===== config.mk =====
export PLATFORM = sky130hd
export DESIGN_NAME = serial_lanes_link
export DESIGN_NICKNAME = d
export VERILOG_FILES = /design/src/rtl/serial_lanes_link.sv
export SDC_FILE = /design/constraint.sdc
export NUM_CORES = 1
export LEC_CHECK = 0
export ABC_AREA = 1
export BUFFER_PORTS_ARGS = -buffer_cell sky130_fd_sc_hd__buf_2
export CAP_MARGIN = 20
export CORE_UTILIZATION = 50
export CTS_BUF_LIST = sky130_fd_sc_hd__clkbuf_4
export CTS_CLUSTER_SIZE = 25
export DETAILED_ROUTE_END_ITERATION = 12
export PLACE_DENSITY_LB_ADDON = 0.08
export SLEW_MARGIN = 5
export SYNTH_ARGS = -nofsm -noshare
export SYNTH_HDL_FRONTEND = slang
export SYNTH_SLANG_ARGS = --single-unit

===== constraint.sdc =====
create_clock -name clk_i -period 2.77 [get_ports clk_i]
set_input_delay 0 -clock clk_i [delete_from_list [all_inputs] [get_ports clk_i]]
set_output_delay 0 -clock clk_i [all_outputs]
set_load 0.01 [all_outputs]

===== src/rtl/serial_lanes_link.sv =====
// rtl/serial_lanes_link.sv - multi-lane serial link, independent 8N1-style TX/RX per lane
// Optional feature: define SERIAL_LANES_LINK_LOOPBACK_EN to add loopback_i (TX->RX per lane, tx_o held high).
module serial_lanes_link #(
  parameter int LANES        = 2,
  parameter int WIDTH        = 8,
  parameter int CLKS_PER_BIT = 16
) (
  input  logic                         clk_i,
  input  logic                         rst_ni,
`ifdef SERIAL_LANES_LINK_LOOPBACK_EN
  input  logic                         loopback_i,
`endif
  input  logic [LANES-1:0][WIDTH-1:0]  tx_data_i,
  input  logic [LANES-1:0]             tx_valid_i,
  output logic [LANES-1:0]             tx_ready_o,
  output logic [LANES-1:0]             tx_o,
  input  logic [LANES-1:0]             rx_i,
  output logic [LANES-1:0][WIDTH-1:0]  rx_data_o,
  output logic [LANES-1:0]             rx_valid_o,
  output logic [LANES-1:0]             rx_frame_err_o
);

  localparam int CW = $clog2(CLKS_PER_BIT);
  localparam int BW = (WIDTH > 1) ? $clog2(WIDTH) : 1;
  localparam logic [CW-1:0] C_LAST = CW'(CLKS_PER_BIT - 1);
  localparam logic [CW-1:0] C_HALF = CW'(CLKS_PER_BIT / 2 - 1);
  localparam logic [BW-1:0] B_LAST = BW'(WIDTH - 1);

  localparam logic [1:0] TX_IDLE  = 2'd0;
  localparam logic [1:0] TX_START = 2'd1;
  localparam logic [1:0] TX_DATA  = 2'd2;
  localparam logic [1:0] TX_STOP  = 2'd3;

  localparam logic [2:0] RX_IDLE  = 3'd0;
  localparam logic [2:0] RX_START = 3'd1;
  localparam logic [2:0] RX_DATA  = 3'd2;
  localparam logic [2:0] RX_STOP  = 3'd3;
  localparam logic [2:0] RX_BREAK = 3'd4;

  for (genvar g = 0; g < LANES; g++) begin : g_lane
    logic [1:0]       r_tx_state;
    logic [CW-1:0]    r_tx_cnt;
    logic [BW-1:0]    r_tx_bit;
    logic [WIDTH-1:0] r_tx_shift;
    logic             w_tx_line;
    logic             w_rx_src;
    logic [1:0]       r_sync;
    logic             w_rx;
    logic [2:0]       r_rx_state;
    logic [CW-1:0]    r_rx_cnt;
    logic [BW-1:0]    r_rx_bit;
    logic [WIDTH-1:0] r_rx_shift;
    logic [WIDTH-1:0] r_rx_data;
    logic             r_rx_valid;
    logic             r_rx_err;

    // Transmitter: the word is latched on acceptance, so later tx_data_i changes cannot disturb the frame.
    always_ff @(posedge clk_i or negedge rst_ni) begin
      if (!rst_ni) begin
        r_tx_state <= TX_IDLE;
        r_tx_cnt   <= '0;
        r_tx_bit   <= '0;
        r_tx_shift <= '0;
      end else begin
        case (r_tx_state)
          TX_IDLE: begin
            if (tx_valid_i[g]) begin
              r_tx_shift <= tx_data_i[g];
              r_tx_cnt   <= '0;
              r_tx_state <= TX_START;
            end
          end
          TX_START: begin
            if (r_tx_cnt == C_LAST) begin
              r_tx_cnt   <= '0;
              r_tx_bit   <= '0;
              r_tx_state <= TX_DATA;
            end else begin
              r_tx_cnt <= r_tx_cnt + CW'(1);
            end
          end
          TX_DATA: begin
            if (r_tx_cnt == C_LAST) begin
              r_tx_cnt   <= '0;
              r_tx_shift <= r_tx_shift >> 1;
              if (r_tx_bit == B_LAST) begin
                r_tx_state <= TX_STOP;
              end else begin
                r_tx_bit <= r_tx_bit + BW'(1);
              end
            end else begin
              r_tx_cnt <= r_tx_cnt + CW'(1);
            end
          end
          TX_STOP: begin
            if (r_tx_cnt == C_LAST) begin
              r_tx_cnt   <= '0;
              r_tx_state <= TX_IDLE;
            end else begin
              r_tx_cnt <= r_tx_cnt + CW'(1);
            end
          end
          default: r_tx_state <= TX_IDLE;
        endcase
      end
    end

    always_comb begin
      w_tx_line = 1'b1;
      case (r_tx_state)
        TX_START: w_tx_line = 1'b0;
        TX_DATA:  w_tx_line = r_tx_shift[0];
        default:  w_tx_line = 1'b1;
      endcase
    end

    assign tx_ready_o[g] = (r_tx_state == TX_IDLE);

`ifdef SERIAL_LANES_LINK_LOOPBACK_EN
    assign tx_o[g]  = loopback_i ? 1'b1 : w_tx_line;
    assign w_rx_src = loopback_i ? w_tx_line : rx_i[g];
`else
    assign tx_o[g]  = w_tx_line;
    assign w_rx_src = rx_i[g];
`endif

    // Idle-high reset value keeps a released reset from looking like a start edge.
    always_ff @(posedge clk_i or negedge rst_ni) begin
      if (!rst_ni) begin
        r_sync <= 2'b11;
      end else begin
        r_sync <= {r_sync[0], w_rx_src};
      end
    end

    assign w_rx = r_sync[1];

    always_ff @(posedge clk_i or negedge rst_ni) begin
      if (!rst_ni) begin
        r_rx_state <= RX_IDLE;
        r_rx_cnt   <= '0;
        r_rx_bit   <= '0;
        r_rx_shift <= '0;
        r_rx_data  <= '0;
        r_rx_valid <= 1'b0;
        r_rx_err   <= 1'b0;
      end else begin
        r_rx_valid <= 1'b0;
        r_rx_err   <= 1'b0;
        case (r_rx_state)
          // Every path into IDLE leaves the line high, so a low level here is a 1->0 transition.
          RX_IDLE: begin
            if (!w_rx) begin
              r_rx_cnt   <= '0;
              r_rx_state <= RX_START;
            end
          end
          RX_START: begin
            if (r_rx_cnt == C_HALF) begin
              r_rx_cnt   <= '0;
              r_rx_bit   <= '0;
              r_rx_state <= w_rx ? RX_IDLE : RX_DATA;
            end else begin
              r_rx_cnt <= r_rx_cnt + CW'(1);
            end
          end
          RX_DATA: begin
            if (r_rx_cnt == C_LAST) begin
              r_rx_cnt   <= '0;
              r_rx_shift <= WIDTH'({w_rx, r_rx_shift} >> 1);
              if (r_rx_bit == B_LAST) begin
                r_rx_state <= RX_STOP;
              end else begin
                r_rx_bit <= r_rx_bit + BW'(1);
              end
            end else begin
              r_rx_cnt <= r_rx_cnt + CW'(1);
            end
          end
          RX_STOP: begin
            if (r_rx_cnt == C_LAST) begin
              r_rx_cnt <= '0;
              if (w_rx) begin
                r_rx_data  <= r_rx_shift;
                r_rx_valid <= 1'b1;
                r_rx_state <= RX_IDLE;
              end else begin
                r_rx_err   <= 1'b1;
                r_rx_state <= RX_BREAK;
              end
            end else begin
              r_rx_cnt <= r_rx_cnt + CW'(1);
            end
          end
          RX_BREAK: begin
            if (!w_rx) begin
              r_rx_cnt <= '0;
            end else if (r_rx_cnt == C_LAST) begin
              r_rx_cnt   <= '0;
              r_rx_state <= RX_IDLE;
            end else begin
              r_rx_cnt <= r_rx_cnt + CW'(1);
            end
          end
          default: r_rx_state <= RX_IDLE;
        endcase
      end
    end

    assign rx_data_o[g]      = r_rx_data;
    assign rx_valid_o[g]     = r_rx_valid;
    assign rx_frame_err_o[g] = r_rx_err;
  end

endmodule


[Word level (Yosys, flattened, before mapping)]
Cells that the tools add are included.
Word-level totals
  output and inout bits: 24
  memory bits (writable): 0
  latch bits: 0
  memories kept: 0
  register bits after elaboration: 94
  bits of input ports: 22
  bits in read-only memories: 0
  word-level logic and storage cells: 200
Operators by class
  bitwise logic cells: 0
  shift-type cells: 0
  div/mod/pow operators: 0
  $mul: 0
  reduce and logical (&&, ||, !) cells: 32
  $lt $le $gt $ge: 0
  mux-type cells: 84
  $add $sub $neg: 8
  equality and inequality tests: 52
Operators by type and width (number)
  two-way mux 3 bit: 28
  inequality test 2 bit, second input constant: 28
  two-way mux 4 bit: 12
  two-way mux 8 bit: 4
  case mux 4 bit (4 select lines): 2
  case mux 8 bit (2 select lines): 2
  case mux 3 bit (5 select lines): 2
  two-way mux 2 bit: 12
  case mux 3 bit (2 select lines): 4
  == test 3 bit, second input constant: 6
  adder 4 x 1 -> 4 bit, second input constant: 4
  == test 4 bit, second input constant: 4
  case mux 2 bit (4 select lines): 2
  case mux 4 bit (2 select lines): 2
  AND reduction 4 bit: 4
  AND reduction 7 bit: 2
  adder 3 x 1 -> 3 bit, second input constant: 4
  == test 3 x 2 -> 1 bit, second input constant: 4
  two-way mux 1 bit: 12
  AND reduction 3 bit: 4
  nonzero test 2 bit: 6
  AND reduction 5 bit: 2
  == test 2 bit, second input constant: 4
  == test 4 x 3 -> 1 bit, second input constant: 2
  9 further kinds: 20

[Logic depth before layout (Yosys ltp)]
Gate-level depths: netlist (run 1).
  word-level depth: 4
  mapped depth: 10
  mapped depth without buffers: 10

[Least setup slack after synthesis (run 1)]
Ideal clock, no wire load.
  path kind: reg-to-reg
  start: reg g_lane[1].r_tx_state[0]
  end: reg g_lane[1].r_tx_shift[6]
  path buffers: 2
  arrival: 1.483 ns
  data required time: 2.645 ns
  setup slack: 1.162 ns
  setup time: 0.125 ns
  period minus slack after synthesis: 1.608 ns
  stages on the path, launching flop included: 11
  path through: dfrtp_1 > inv_1 > ha_1 > inv_2 > nor2_2 > nor2_1 > and2_1 > buf_6 > buf_6 > o211ai_2 > o21ai_1
On the way
  word-level cells in the longest chain between the ends: 3
  elaborated cells on any way between the ends: 7
  classes of those cells: eq/ne (3); mux (1); reduce/logical (3)
RTL lines
  start, declared: line 41  | logic [1:0] r_tx_state;
  start signal, assigned: line 60  | r_tx_state <= TX_IDLE;
  start signal, assigned: line 70  | r_tx_state <= TX_START;
  start signal, assigned: line 77  | r_tx_state <= TX_DATA;
  logical NOT 2 bit *
  net tx_ready_o[1]: line 15  | output logic [LANES-1:0] tx_ready_o,
  inequality test 2 bit (no line) or nonzero test 2 bit (tied branches)
  AND reduction 3 bit (no line)
  end signal, assigned: line 68  | r_tx_shift <= tx_data_i[g];
  end signal, assigned: line 85  | r_tx_shift <= r_tx_shift >> 1;
  end, declared: line 44  | logic [WIDTH-1:0] r_tx_shift;
Mark *: on every way through the listed nets, which the timed path passes. The rest lies on a longest branch.
A chain may end at the register's enable or synchronous reset.

[Worst setup path in the final report (run 1)]
  start: reg g_lane[1].r_tx_state[0]
  end: reg g_lane[1].r_tx_shift[2]
On the way
  word-level cells in the longest chain between the ends: 3
  elaborated cells on any way between the ends: 7
  classes of those cells: eq/ne (3); mux (1); reduce/logical (3)
RTL lines
  == test 2 bit or logical NOT 2 bit (tied branches): line 65  | case (r_tx_state)
  inequality test 2 bit (no line) or nonzero test 2 bit (tied branches)
  AND reduction 3 bit (no line)
Several ways; a longest one is shown, not always the timed one.

==> results of run 1 <==
==> logic make-up (layout without fill, tap and decap cells) <==
kind of cell	Yosys count	count (layout)	synth area share [%]
XOR/XNOR	6	6	1.12
AO/OA/AOI/OAI	89	89	11.0
buffers and inverters	84	148	8.28
adder cells (fa/ha/maj)	20	20	5.34
flip-flops	94	94	50.3
AND/OR/NAND/NOR	253	253	23.9
==> cells in the final DEF, fill, tap and decap left out, drive strengths merged, types with 2 or more instances in the layout <==
cell and n:
dlygate4sd3 21, dfstp 4, nor2 33, xor2 4
buf 46, o211ai 8, nand4 3, inv 63
a22o 2, o21ai 76, xnor2 2, dfrtp 90
o31ai 2, nand3 35, nand2 178, clkbuf 10
ha 20, clkinv 5, clkinvlp 3
==> registers in the layout (all words and copies together) (netlist names), 4 cells and up <==
register           flops
g_lane.r_rx_data      16
g_lane.r_sync          4
g_lane.r_tx_cnt        8
g_lane.r_rx_cnt        8
g_lane.r_rx_bit        6
g_lane.r_tx_state      4
g_lane.r_tx_shift     16
g_lane.r_tx_bit        6
g_lane.r_rx_state      6
g_lane.r_rx_shift     16
==> cell usage after synthesis <==
cell type,instances
xor2_1,4
o21ai_0,21
nand4_1,3
or2_1,1
nand3_2,4
a22o_1,2
buf_4,10
a21oi_1,1
o21ai_2,9
o31ai_1,2
ha_1,20
nor2_2,5
buf_2,4
dfrtp_1,90
buf_6,4
nor3_1,1
dfstp_2,4
o211ai_1,7
xnor2_1,2
clkbuf_1,1
nand2_1,173
inv_1,51
nor2_8,1
o211ai_2,1
inv_2,12
nand3b_1,1
nand3_4,1
and2_1,1
o21ai_1,46
nand2_2,5
nand3_1,30
clkinv_1,2
nor2_4,5
nor2_1,22
==> layer usage <==
metal | vias to the layer above | wire, µm
met5 | - | 0
met4 | 0 | 91
met3 | 6 | 267
met2 | 52 | 4000
met1 | 1685 | 4200
li1 | 1858 | -
==> worst register-to-register path, stage by stage (launching register included) <==
cell and delay [ps]:
dfrtp_1 440, inv_1 100, ha_1 550, nor2_1 140, nor2_1 120, and2_1 460, o211ai_1 160, o21ai_1 120
==> what timing repair did <==
action                    CTS  global route
hold buffers               21             0
resized for setup           0             0
hold endpoints to repair   79             0
==> layout make-up <==
class                   count  area [µm²]  area share, %
flip-flops and latches     94        2360           44.9
repair buffers             67         458           8.72
clock inverters             6        40.0          0.762
multi-input cells         368        1940           37.0
inverters                  65         244           4.65
well taps                 108         135           2.57
clock buffers              10        75.1           1.43
==> path summary, 6_finish.rpt <==
check	slack, ps	startpoint	to	cells after the start
worst max-delay path	630	g_lane[1].r_tx_state[0]$_DFFE_PN0P_	g_lane[1].r_tx_shift[2]$_DFFE_PN0P_	7
worst min-delay path	150	rst_ni	g_lane[0].r_rx_cnt[1]$_DFFE_PN0P_	2
worst max register to register	630	g_lane[1].r_tx_state[0]$_DFFE_PN0P_	g_lane[1].r_tx_shift[2]$_DFFE_PN0P_	7
worst min register to register	370	g_lane[0].r_sync[0]$_DFF_PN1_	g_lane[0].r_sync[1]$_DFF_PN1_	0
max in group asynchronous	1890	rst_ni	g_lane[1].r_sync[0]$_DFF_PN1_	3
min in group clk_i	190	rx_i[0]	g_lane[0].r_sync[0]$_DFF_PN1_	2
==> power breakdown <==
| part | total [µW] | switching [µW] | internal (µW) |
|---|---|---|---|
| combinational | 1690 | 1090 | 597 |
| clock | 665 | 473 | 192 |
| sequential | 1860 | 213 | 1650 |
==> metrics by stage <==
step | cell area, µm² | hold WS, ps | util (%) | instances
5_1_grt | 5250 | 154 | 59.1 | 718
6_report | 5250 | 148 | 59.1 | 718
3_5_place_dp | 4930 | 107 | 55.4 | 681
4_1_cts | 5250 | 150 | 59.1 | 718
2_1_floorplan | 4690 | -296 | - | 546
3_3_place_gp | 4930 | 100 | 55.4 | 681
==> flow_summary_export.csv, run 1 <==
group,metric,value,unit
sta,rsz0062_at_grt,"false",
drt,ant_nets,0,
clock_network,cts_max_level,3,
floorplan,die-height,98.8,µm
drt,via_per_inst,5.02,
setup_path,endpoint_kind,"register",
clock_network,ctsLongestPathBuffers,2,
floorplan,core,8890,µm²
synth,synth_top_area_cell,"dfrtp_1",
setup_path,required,3150,ps
synth,syn_nets,588,
sta,finalSetupViolCount,0,
sta,worst_slew_pin_slew,717,ps
drt,vias,3601,
synth,yosysSeqAreaShare,50.3,%
sta,finalCritPeriodShare,77.4,%
power_and_ir_drop,peakVddDrop,0.000579,V
setup_path,worst_setup_path_start_kind,"register",
global_routing,antenna_found_initial,0,
global_routing,gr-max-usage-layer,"met2",
final_layout,final_layout_size_suffix_gt1_share,17.7,%
synth,synth-seq-cells,94,
outcome,outcome,"completed",
run,drv_cap,0,
setup_path,worstPathCellList,"inv_1, ha_1, nor2_1, nor2_1, and2_1, o211ai_1, o21ai_1",
synth,netlist_instances,546,
clock_network,path_clk_slew,150,ps
place,dp_slack,648,ps
floorplan,num_rows,34,
drt,drcViolationCount,0,
setup_path,max_stage_delay,550,ps
global_routing,use_met2,31.8,%
global_routing,grt_overflow,0,
global_routing,grt.total_usage,19.6,%
synth,syn_area_per_cell,8.58,µm²
sta,finClkSkew,18.7,ps
setup_path,cp_max_fo,19,
synth,yosysUniqueCellTypes,34,
global_routing,grt_pass1_wl,15.4,mm
final_layout,num_antenna_cells,0,
power_and_ir_drop,power,4220,µW
drt,wl_per_cell,11.9,µm
clock_network,numCtsBuffers,9,
sta,finalCriticalPeriod,2140,ps
final_layout,fin_nets,647,
sta,setup_slack,625,ps
global_routing,use_met1,26.3,%
synth,synthesis.area,4690,µm²
drt,wirelength,8.57,mm
floorplan,initial_core_util,52.7,%
sta,tns,0,ps
setup_path,worstSetupPathType,"register to register",
clock_network,tritoncts,"built",
floorplan,die_w,98.8,µm
setup_path,crit_slowest_cell,"ha_1",
setup_path,critPathBufInv,1,
floorplan,die-area,9770,µm²
global_routing,grt_pass1_vias,3465,
setup_path,cp_common_cell,"nor2_1",
setup_path,crit_arrival,2520,ps
drt,drt-initial-drc-count,137,
synth,synth_area_leaders,"dfrtp_1 48%, nand2_1 14%, ha_1 5.3%",
place,routabilityCongestion,0.755,
place,dp_hpwl,6.00,mm
worst_hold_path,hp-class,"input pin to async pin",
clock_network,clkSinkCount,94,
synth,synth_top_area_share,48.1,%
synth,ys_warn_count,0,
sta,drv_slew,0,
power_and_ir_drop,leakagePower,0.00270,µW
setup_path,path_delay_family,"simple AND/OR/NAND/NOR gates",
clock_network,cts_setup_buffers,0,
floorplan,io_pins,46,
sta,final_hold_viol_count,0,
drt,dr.pass1.iters,4,
sta,maxSlewHeadroom,52.2,%
clock_network,cts-root-buf,"clkbuf_4",
power_and_ir_drop,powerDensity,803,nW/µm²
final_layout,area_growth,12.0,%
global_routing,grt_max_degree,57,
global_routing,met3_usage,4.89,%
clock_network,clk_latency,440,ps
place,io_buffers,45,
final_layout,fill_cells,815,
sta,clock.fmax,466,MHz
(Power assumes the default switching activity.)
==> run 2, diff against run 1 <==
Clock period 2.77 ns to 1.8 ns, I/O delays scaled along.
==> flow_summary_export.csv, run 2 (synthesis gave the netlist of run 1 again) <==
group,metric,value,unit
clock_network,cts_setup_buffers,0,
clock_network,clk_latency,430,ps
place,dp_hpwl,5.95,mm
sta,holdWs,103,ps
sta,tns,0,ps
setup_path,worst_setup_path_start_kind,"register",
final_layout,final_cell_mix,"173 x nand2_1, 90 x dfrtp_1, 51 x inv_1, 46 x o21ai_1, 44 x buf_2",
power_and_ir_drop,powerDensity,1220,nW/µm²
drt,wl_per_cell,11.5,µm
sta,rsz0062_at_grt,"false",
final_layout,num_antenna_cells,0,
place,placed_cell_area,5000,µm²
clock_network,tritoncts,"built",
final_layout,reg_top3,"g_lane.r_rx_data x16, g_lane.r_rx_shift x16, g_lane.r_tx_shift x16",
drt,wirelength,8.39,mm
global_routing,grt_overflow,0,
sta,finClkSkew,12.8,ps
drt,wl_met3,207,µm
global_routing,grt_pass1_vias,3455,
power_and_ir_drop,leakagePower,0.00276,µW
clock_network,cts_max_level,3,
clock_network,numCtsBuffers,9,
run,drv_cap,0,
final_layout,final_layout_size_suffix_gt1_share,19.5,%
drt,via_per_inst,4.90,
worst_hold_path,hp-class,"input pin to async pin",
drt,wl_met1,4.33,mm
place,io_buffers,45,
clock_network,cts-root-buf,"clkbuf_4",
sta,finalSetupViolCount,0,
sta,finalCriticalPeriod,1690,ps
final_layout,stdcell_area,5330,µm²
global_routing,grt.total_usage,18.9,%
floorplan,io_pins,46,
power_and_ir_drop,power,6500,µW
global_routing,antenna_found_initial,0,
setup_path,reg2reg_depth,7,
sta,finalCritPeriodShare,93.6,%
setup_path,required,1800,ps
drt,ant_nets,0,
sta,final_hold_viol_count,0,
setup_path,worstSetupPathType,"register to output port",
drt,vias,3564,
final_layout,fin_nets,657,
drt,highest_layer,"met4",
floorplan,die-area,9770,µm²
floorplan,initial_core_util,52.7,%
outcome,outcome,"completed",
final_layout,finalNonFillerCells,727,
setup_path,cp_max_fo,5,
sta,drv_slew,0,
setup_path,endpoint_kind,"output port",
drt,met2_wirelength,3.73,mm
clock_network,clkSinkCount,94,
floorplan,die_w,98.8,µm
sta,clock.fmax,593,MHz
drt,drcViolationCount,0,
global_routing,grt_max_degree,45,
clock_network,ctsLongestPathBuffers,2,
global_routing,grt_pass1_wl,14.9,mm
floorplan,die-height,98.8,µm
power_and_ir_drop,peakVddDrop,0.000899,V
place,routabilityCongestion,0.770,
clock_network,path_clk_slew,140,ps
sta,worst_slew_pin_slew,589,ps
final_layout,mostFrequentLayoutCell,"nand2_1",
floorplan,core,8890,µm²
place,dp.cells,691,
final_layout,area_growth,13.7,%
floorplan,num_rows,34,
sta,maxSlewHeadroom,60.7,%
setup_path,crit_arrival,1690,ps
drt,dr.pass1.iters,4,
drt,drt-initial-drc-count,93,
## run 2: changes by cell type in the layout (fill, tap and decap cells not counted), sizes merged
cell,before,now
clkinvlp,3,0
buf,46,56
clkbuf,10,12
## run 2: routing by layer
layer	global-route usage [%]	vias to the layer above
li1	-	1872
met1	26.1	1636
met2	30.2	46
met3	2.98	10
met4	7.23	0
met5	0	-
## run 2: layout make-up
type                       count  area (µm²)
inverter                      65         244
multi-input combinational    368        1950
tap                          108         135
sequential                    94        2360
timing repair buffer          77         533
clock inverter                 3        15.0
fill                         816        3560
clock buffer                  12        90.1
## run 2: what timing repair did
| action | in CTS | in global routing |
|---|---|---|
| hold buffers | 21 | 0 |
| cloned | 0 | 0 |
| endpoints found under the hold margin | 93 | 0 |
| resized for setup | 1 | 3 |
| endpoints found under the setup margin | 1 | 6 |
## run 2: worst paths after layout
check / from / endpoint / slack, ps
setup / recovery: g_lane[1].r_tx_state[0]$_DFFE_PN0P_ / tx_o[1] / 110
hold / removal: rst_ni / g_lane[0].r_rx_state[1]$_DFFE_PN0P_ / 100
setup reg to reg: g_lane[0].r_tx_state[0]$_DFFE_PN0P_ / g_lane[0].r_tx_state[0]$_DFFE_PN0P_ / 170
hold reg to reg: g_lane[0].r_sync[0]$_DFF_PN1_ / g_lane[0].r_sync[1]$_DFF_PN1_ / 360
max in group asynchronous: rst_ni / g_lane[0].r_sync[0]$_DFF_PN1_ / 1050
min in group clk_i: rx_i[0] / g_lane[0].r_sync[0]$_DFF_PN1_ / 230
## run 2: critical path, stage by stage (launching register included)
cell and delay [ps]:
dfrtp_1 420, inv_1 80, ha_2 210, or2_1 270, o21ai_0 110, buf_2 170
## run 2: metrics by stage
| step | utilization (%) | setup slack [ps] |
|---|---|---|
| detailed placement | 56.2 | 13.8 |
| floorplan | - | 192 |
| CTS | 59.8 | 27.2 |
| global placement | 56.2 | 139 |
| finish | 59.9 | 115 |
| global route | 59.9 | 30.7 |
## run 2: where the power goes
| part | internal (µW) | leakage [µW] | switching (µW) |
|---|---|---|---|
| sequential | 2530 | 0.00125 | 302 |
| combinational | 983 | 0.00145 | 1710 |
| clock | 319 | 0.0000669 | 659 |
==> run 3, diff against run 2 <==
Settings changed: BUFFER_PORTS_ARGS -buffer_cell sky130_fd_sc_hd__buf_2 to -buffer_cell sky130_fd_sc_hd__buf_4, CORE_MARGIN set to 5.
==> flow_summary_export.csv, run 3 (synthesis gave the netlist of run 1 again) <==
group,metric,value,unit
outcome,outcome,"completed",
power_and_ir_drop,p_int,4040,µW
setup_path,endpoint,"tx_o[1]",
floorplan,initial_core_util,51.0,%
power_and_ir_drop,peakVddDrop,0.000976,V
drt,vias,3571,
sta,worst_slew_pin_slew,505,ps
final_layout,fin_nets,656,
sta,maxSlewHeadroom,66.3,%
sta,holdWs,132,ps
final_layout,reg_top3,"g_lane.r_rx_data x16, g_lane.r_rx_shift x16, g_lane.r_tx_shift x16",
power_and_ir_drop,p_seq_share,41.6,%
final_layout,final_cell_mix,"173 x nand2_1, 90 x dfrtp_1, 54 x buf_4, 51 x inv_1, 46 x o21ai_1",
global_routing,grt_max_degree,95,
setup_path,reg2reg_depth,8,
floorplan,io_pins,46,
clock_network,tritoncts,"built",
power_and_ir_drop,leakagePower,0.00279,µW
setup_path,crit_arrival,1650,ps
floorplan,core,9200,µm²
power_and_ir_drop,pwr-share-comb,41.4,%
final_layout,mostFrequentLayoutCell,"nand2_1",
clock_network,clkSinkCount,94,
setup_path,reg2reg_from,"g_lane[1].r_tx_state[1]$_DFFE_PN0P_",
power_and_ir_drop,p_sw_share,41.0,%
floorplan,num_rows,35,
global_routing,grt_overflow,0,
floorplan,die_w,107,µm
sta,tns,0,ps
clock_network,path_clk_slew,150,ps
sta,finalCriticalPeriod,1650,ps
clock_network,ctsLongestPathBuffers,2,
setup_path,endpoint_kind,"output port",
power_and_ir_drop,clockPowerShare,17.0,%
clock_network,clk_latency,430,ps
run,drv_cap,0,
worst_hold_path,hp-class,"input pin to async pin",
drt,ant_nets,0,
clock_network,cts_max_level,3,
setup_path,cp_max_fo,3,
sta,rsz0062_at_grt,"false",
drt,wirelength,8.66,mm
place,routabilityCongestion,0.793,
drt,via_per_inst,4.89,
setup_path,worst_setup_path_start_kind,"register",
drt,wl_per_cell,11.9,µm
final_layout,num_antenna_cells,0,
setup_path,crit_start,"g_lane[1].r_tx_state[0]$_DFFE_PN0P_",
setup_path,reg2reg_slack,180,ps
setup_path,r2r_end,"g_lane[1].r_tx_shift[4]$_DFFE_PN0P_",
final_layout,stdcell_area,5480,µm²
clock_network,cts-root-buf,"clkbuf_4",
drt,drcViolationCount,0,
global_routing,grt.total_usage,16.5,%
sta,finClkSkew,21.3,ps
setup_path,required,1800,ps
power_and_ir_drop,power.switching,2810,µW
global_routing,antenna_found_initial,0,
global_routing,grt_pass1_wl,15.6,mm
place,dp_slack,52.9,ps
sta,setup_slack,147,ps
place,dp_hpwl,5.96,mm
floorplan,die-area,11400,µm²
sta,finalCritPeriodShare,91.8,%
clock_network,numCtsBuffers,9,
sta,clock.fmax,605,MHz
sta,finalSetupViolCount,0,
final_layout,area_growth,16.9,%
drt,dr.pass1.iters,6,
power_and_ir_drop,powerDensity,1250,nW/µm²
power_and_ir_drop,power,6850,µW
final_layout,final_layout_size_suffix_gt1_share,19.5,%
drt,drt-initial-drc-count,148,
setup_path,worstSetupPathType,"register to output port",
sta,drv_slew,0,
place,io_buffers,45,
floorplan,die-height,107,µm
sta,final_hold_viol_count,0,
global_routing,grt_pass1_vias,3481,
place,placed_cell_area,5090,µm²
## run 3: worst max-delay path, stage by stage (launching register included)
cell	delay, ps
dfrtp_1	410
buf_4	140
ha_1	190
or2_1	260
o21ai_2	80
buf_4	130
## run 3: power by group through the flow
stage | logic [µW] | clock network, µW | registers [µW]
3_5_place_dp | 2720 | 0 | 2900
4_1_cts | 2790 | 1210 | 2850
3_3_place_gp | 2640 | 0 | 2870
2_1_floorplan | 2200 | 0 | 2800
6_report | 2830 | 1170 | 2850
5_1_grt | 3290 | 1310 | 2920
## run 3: final cells by class
| cell class | count | area (µm²) |
|---|---|---|
| Fill cell | 821 | 3720 |
| Sequential cell | 94 | 2360 |
| Multi-Input combinational cell | 368 | 1960 |
| Timing Repair Buffer | 76 | 636 |
| Inverter | 65 | 244 |
| Tap cell | 111 | 139 |
| Clock inverter | 7 | 72.6 |
| Clock buffer | 9 | 67.6 |
## run 3: worst min path at each step
| stage | from | endpoint | slack [ps] | cells after the start |
|---|---|---|---|---|
| 2_1_floorplan | rst_ni | g_lane[0].r_rx_bit[0]$_DFFE_PN0P_ | -300 | 0 |
| 3_3_place_gp | rst_ni | g_lane[0].r_rx_cnt[0]$_DFFE_PN0P_ | 100 | 2 |
| 3_5_place_dp | rst_ni | g_lane[0].r_rx_cnt[1]$_DFFE_PN0P_ | 100 | 2 |
| 4_1_cts | rst_ni | g_lane[0].r_tx_state[1]$_DFFE_PN0P_ | 160 | 3 |
| 5_1_grt | rst_ni | g_lane[1].r_rx_shift[0]$_DFFE_PN0P_ | 150 | 3 |
| 6_report | rst_ni | g_lane[0].r_rx_cnt[1]$_DFFE_PN0P_ | 130 | 3 |
## run 3: layer usage
| layer | GRT usage [%] | wire (µm) | vias up | part of all wire (%) |
|---|---|---|---|---|
| met5 | 0 | 0 | - | 0 |
| met4 | 4.47 | 96 | 0 | 1.1 |
| met3 | 3.79 | 278 | 8 | 3.2 |
| met2 | 26.8 | 4130 | 39 | 48 |
| met1 | 22.2 | 4150 | 1650 | 48 |
| li1 | - | - | 1874 | - |
## run 3: stage by stage
stage,util (%),std cells
2_1_floorplan,-,546
3_3_place_gp,55.4,691
3_5_place_dp,55.4,691
4_1_cts,59.3,729
5_1_grt,59.6,730
6_report,59.6,730
## run 3: timing repair
| action | in CTS | in global routing |
|---|---|---|
| pin swaps | 0 | 0 |
| hold buffers | 21 | 0 |
| endpoints found under the setup margin | 1 | 13 |
| buffers inserted | 1 | 1 |
| hold endpoints to repair | 120 | 0 |
| gates resized for setup | 0 | 7 |
